**config.mk**
```make
export PLATFORM = sky130hd
export DESIGN_NAME = lvds_rx_deframer
export DESIGN_NICKNAME = d
export VERILOG_FILES = /design/src/rtl/lvds_pkg.sv /design/src/rtl/lvds_rx_deframer.sv
export SDC_FILE = /design/constraint.sdc
export NUM_CORES = 1
export LEC_CHECK = 0
export ABC_CLOCK_PERIOD_IN_PS = 1650
export BUFFER_PORTS_ARGS = -buffer_cell sky130_fd_sc_hd__clkbuf_2
export CAP_MARGIN = 20
export CELL_PAD_IN_SITES_DETAIL_PLACEMENT = 1
export CELL_PAD_IN_SITES_GLOBAL_PLACEMENT = 1
export CORE_MARGIN = 3
export CORE_UTILIZATION = 30
export DETAILED_ROUTE_END_ITERATION = 7
export GPL_TIMING_DRIVEN = 0
export PLACE_DENSITY_LB_ADDON = 0.15
export SYNTH_ARGS = -nofsm -noshare
export SYNTH_HDL_FRONTEND = slang
export SYNTH_SLANG_ARGS = --single-unit
```
**constraint.sdc**
```tcl
create_clock -name rx_clk -period 1.65 [get_ports rx_clk]
set_input_delay 0.165 -clock rx_clk [delete_from_list [all_inputs] [get_ports rx_clk]]
set_output_delay 0.165 -clock rx_clk [all_outputs]
set_load 0.02 [all_outputs]
```
**src/rtl/lvds_pkg.sv**
```systemverilog
// Shared LVDS link definitions: comma/SOF code words, DATA tag and deframer states.
// The word aligner uses the same comma constants, so they live here.
package lvds_pkg;

    localparam logic [9:0] COMMA1   = 10'b01_0111_1100;
    localparam logic [9:0] COMMA2   = 10'b10_1000_0011;
    localparam logic [9:0] SOF_WORD = 10'b11_1111_0000;
    localparam logic [1:0] DATA_TAG = 2'b00;

    typedef enum logic [1:0] {
        ST_IDLE,
        ST_LEN,
        ST_PAY,
        ST_CHK
    } deframe_state_t;

    function automatic logic is_data_word(input logic [9:0] word);
        return word[9:8] == DATA_TAG;
    endfunction

endpackage

```
**src/rtl/lvds_rx_deframer.sv**
```systemverilog
// Extracts SOF/LEN/payload/CHK frames from the aligned 10-bit word stream,
// streams payload bytes and reports per-frame checksum status plus statistics.
module lvds_rx_deframer
    import lvds_pkg::*;
#(
    parameter int CNT_W = 16
) (
    input  logic             rx_clk,
    input  logic             rst,
    input  logic             align_done,
    input  logic [9:0]       rx_data,
    output logic [7:0]       out_data,
    output logic             out_valid,
    output logic             out_sof,
    output logic             out_eof,
    output logic             frame_ok,
    output logic             frame_err,
    output logic [CNT_W-1:0] frame_ok_cnt,
    output logic [7:0]       frame_err_cnt
);

    deframe_state_t state;
    logic [7:0]     byte_cnt;
    logic           first_byte;
    logic [7:0]     xor_acc;
    logic           word_is_data;
    logic           word_is_sof;

    assign word_is_data = is_data_word(rx_data);
    assign word_is_sof  = (rx_data == SOF_WORD);

    always_ff @(posedge rx_clk) begin
        if (rst) begin
            state      <= ST_IDLE;
            byte_cnt   <= '0;
            first_byte <= 1'b0;
            xor_acc    <= '0;
            out_data   <= '0;
            out_valid  <= 1'b0;
            out_sof    <= 1'b0;
            out_eof    <= 1'b0;
            frame_ok   <= 1'b0;
            frame_err  <= 1'b0;
        end else begin
            out_valid <= 1'b0;
            out_sof   <= 1'b0;
            out_eof   <= 1'b0;
            frame_ok  <= 1'b0;
            frame_err <= 1'b0;

            if (!align_done) begin
                // Losing alignment mid-frame kills the frame; in IDLE it is silent.
                state <= ST_IDLE;
                if (state != ST_IDLE) frame_err <= 1'b1;
            end else if (state != ST_IDLE && !word_is_data) begin
                // Abort, then treat the offending word as if seen in IDLE.
                frame_err <= 1'b1;
                if (word_is_sof) begin
                    state   <= ST_LEN;
                    xor_acc <= '0;
                end else begin
                    state <= ST_IDLE;
                end
            end else begin
                case (state)
                    ST_IDLE: begin
                        if (word_is_sof) begin
                            state   <= ST_LEN;
                            xor_acc <= '0;
                        end
                    end
                    ST_LEN: begin
                        if (rx_data[7:0] == 8'd0) begin
                            frame_err <= 1'b1;
                            state     <= ST_IDLE;
                        end else begin
                            byte_cnt   <= rx_data[7:0];
                            first_byte <= 1'b1;
                            state      <= ST_PAY;
                        end
                    end
                    ST_PAY: begin
                        out_valid  <= 1'b1;
                        out_data   <= rx_data[7:0];
                        out_sof    <= first_byte;
                        out_eof    <= (byte_cnt == 8'd1);
                        first_byte <= 1'b0;
                        xor_acc    <= xor_acc ^ rx_data[7:0];
                        byte_cnt   <= byte_cnt - 8'd1;
                        if (byte_cnt == 8'd1) state <= ST_CHK;
                    end
                    ST_CHK: begin
                        if (rx_data[7:0] == xor_acc) frame_ok  <= 1'b1;
                        else                         frame_err <= 1'b1;
                        state <= ST_IDLE;
                    end
                    default: state <= ST_IDLE;
                endcase
            end
        end
    end

    // Statistics follow the registered pulses, so they settle one cycle after them.
    always_ff @(posedge rx_clk) begin
        if (rst) begin
            frame_ok_cnt  <= '0;
            frame_err_cnt <= '0;
        end else begin
            if (frame_ok) frame_ok_cnt <= frame_ok_cnt + CNT_W'(1);
            if (frame_err && frame_err_cnt != 8'hFF) frame_err_cnt <= frame_err_cnt + 8'd1;
        end
    end

endmodule

```
==> parameters.txt <==
Parameter                              Value

Run status
  Result of the run ... finished, final reports clean

Critical path
  Worst endpoint data arrival time ... 1.82 ns
  Start of the worst register-to-register path ... frame_ok_cnt[6]
  Crit. End Element ... flip-flop
  Classification of the worst setup path ... flip-flop to flip-flop
  Critical path startpoint category ... flip-flop
  Maximum fanout encountered on the critical timing path ... 6
  Endpoint of the worst register-to-register path ... frame_ok_cnt[13]
  Critical path data required time ... 1.90 ns
  Number of cells traversed by the worst register-to-register path ... 4
  Worst R2R Setup Slack ... 0.08 ns

Hold path
  Worst min path class ... input port to flip-flop
  Hold-critical path endpoint ... out_valid
  Worst hold start ... rst
  Worst hold path cell count ... 2

Synth
  Post-synth net total ... 330
  Register bit count reported by yosys ... 56
  Library cell with the highest instance count after synthesis ... dfxtp_1
  Post-Synthesis Mean Instance Area ... 8.778 um2
  Share of synthesized area occupied by flip-flops and latches ... 0.4080
  Biggest area consumer among synthesized cells ... dfxtp_1
  Async set-or-reset flop fraction in the synthesized netlist ... 0
  Library cells used by synthesis ... 57
  Cell types with the highest counts after synthesis ... 56 x dfxtp_1, 32 x nand2_1, 31 x a21oi_1
  Warning count from the yosys run ... 0
  Cell area after synthesis ... 2748 um2
  Cells after Synth ... 313
  Largest cells by area after synthesis ... dfxtp_1 41%, a21oi_1 5.6%, xnor2_1 4.5%
  EDFF count, synth ... 0
  Leading register cell type out of synthesis ... dfxtp_1
  Proportion of netlist area held by the largest area contributor ... 0.4080

Pwr
  Total chip power ... 2.405 mW
  PD cells ... 711.6 nW/um2
  Worst vdd ir ... 0.3199 mV
  Leakage Power ... 1.172 nW

GRT
  Pin count of the biggest net entering global routing ... 18
  Remaining Overflow, GRT ... 0
  Via count of the first global-routing pass ... 2540
  Global-route wire length before repair ... 13350 um
  GR Util All Layers ... 0.1621
  Antenna violations before repair ... 0

Routing
  Drc violations ... 0
  Number of iterations in the first detailed-routing pass ... 4
  Antenna-violating nets left ... 0
  Total wirelength of the detailed-routed design ... 8220 um
  Routed vias/inst ... 5.306
  Metal2 WL ... 3849 um
  Via total after detailed routing ... 2563
  Average routed wire per standard cell ... 17.02 um
  Starting DRC count in detailed routing ... 74
  Top routing layer used ... met4
  Routed wl met3 ... 262 um
  DRT met1 WL ... 4059 um

Job
  Max-cap violation count ... 0

STA
  Setup repair after global routing missed its margin ... no
  Final worst path period need ... 1.572 ns
  Number of pins with negative max-slew slack in the final report ... 0
  Max Fclk ... 0.6362 GHz
  Tightest Pin Transition ... 0.6250 ns
  Final hold violation count ... 0
  Period Utilization, post-route ... 0.9526
  Post-route clock skew ... 0.01181 ns
  Rel. slew slack ... 0.5833
  Endpoints failing setup ... 0

Floorplanning
  DIE AREA ... 10340 um2
  Top-level I/O count ... 50
  CORE AREA ... 8806 um2
  Std-Cell Rows ... 34
  Height of the die ... 101.7 um
  Die X ... 101.7 um
  Initial core utilization ... 0.3120

Cells and area
  P&R area growth vs syn ... 23.00%
  Fraction of layout cells with a size suffix above 1 ... 0.2640
  Net total in the final layout ... 391
  Inserted Diodes ... 0
  Final core utilization ... 0.3838
  Number of cells in the finished layout apart from fillers ... 483

Clock network
  H-Tree Depth ... 2
  Clock-pin slew of the registers on the worst-case setup and hold paths ... 0.11 ns
  Post-CTS Hold Fix Bufs ... 0
  CTS tree ... done
  # clock sinks ... 56
  Number of buffers on the longest clock path ... 2
  Latest clock arrival within the worst-skew pair ... 0.31 ns
  Clock root cell ... clkbuf_8
  CTS Buf Count ... 5

Placed design
  Final weighted congestion in routability-driven placement ... 0.7868
  Number of buffers added on ports ... 49
  Post-Place Cells ... 470
  HPWL Detailed ... 5962 um
## how the worst max path moves through the flow
stage               slack [ns]               end        startpoint  cells after the start
finish                    0.08  frame_ok_cnt[13]   frame_ok_cnt[6]                      4
global route             0.003  frame_ok_cnt[15]   frame_ok_cnt[6]                      4
CTS                       0.01        xor_acc[7]          state[1]                      5
detailed placement       -0.20        xor_acc[2]        rx_data[3]                      5
global placement         -0.20        xor_acc[4]        rx_data[3]                      5
floorplan                 0.04  frame_err_cnt[1]  frame_err_cnt[0]                      5
## sequential cells by signal (all words and copies together), names as in the netlist, 2 cells and up
| name | count |
|---|---|
| xor_acc | 8 |
| byte_cnt | 8 |
| state | 2 |
| frame_ok_cnt | 16 |
| frame_err_cnt | 8 |
| out_data | 8 |
## routing by layer
metal / track usage / vias to the layer above
met4: 0.03067 / 0
met2: 0.2711 / 38
li1: - / 1281
met3: 0.02755 / 6
met5: 0 / -
met1: 0.2209 / 1238
## power breakdown
part	internal, mW	switching [mW]	leakage (nW)
clock network	0.460	0.475	0.0558
logic	0.0352	0.0888	0.660
registers	1.35	0.0000587	0.457
## through the flow
step                setup slack, ns  TNS (ns)  instance area, um2  hold slack, ns
floorplan                   0.04207         0                2749          0.2505
global placement            -0.1964    -1.922                3129          0.4400
detailed placement          -0.1995    -2.047                3129          0.4466
CTS                         0.01334         0                3277          0.1498
global route               0.002561         0                3379          0.1497
finish                      0.07826         0                3379          0.1544
## area by class of cell
type / instances / area (um2)
Multi-Input combinational cell: 234 / 1578
Inverter: 8 / 30.03
Tap cell: 108 / 135.1
Clock inverter: 2 / 38.79
Buffer: 15 / 88.84
Timing Repair Buffer: 54 / 295.3
Sequential cell: 56 / 1141
Clock buffer: 6 / 72.57
Fill cell: 1071 / 5426
## cells in the final DEF, fill, tap and decap left out, drive strengths merged, types with 2 or more instances in the layout
cell and n:
nand3 8, buf 11, clkbuf 64, nor4 6, nand4 10, or3 10
mux2i 3, and2 2, xnor2 14, o211ai 3, o31ai 3, nor2 25
a21oi 31, nand2 32, dfxtp 56, and4 4, nor2b 2, a211oi 9
nor3 6, o21ai 7, a21o 3, o32ai 5, nor4b 2, xor2 7
nand2b 5, inv 9, or4 4, a311oi 8, ha 4, and3 5
o41ai 2
## what timing repair did
action,CTS,global route
gates resized for setup,8,23
pin swaps,1,3
setup endpoints to repair,11,23
endpoints found under the hold margin,0,0
setup buffers,2,3
## cell families (layout without fill, tap and decap cells)
kind of cell,count (synthesis),in the layout,synth area share
and+or+nand+nor,124,124,0.2450
AOI/OAI and AO/OA,82,82,0.2127
DFF,56,56,0.4080
buffers and inverters,23,85,0.03825
xor gates and xnor gates,21,21,0.06694
adders and majority gates,4,4,0.01822
muxes,3,3,0.01093
## worst max-delay path, cell delays in order (launching register included)
cell	delay [ns]
dfxtp_1	0.42
and4_1	0.27
nand3_2	0.14
or4_1	0.52
a21oi_1	0.15
Note: power is estimated with default switching activity, not from simulation.
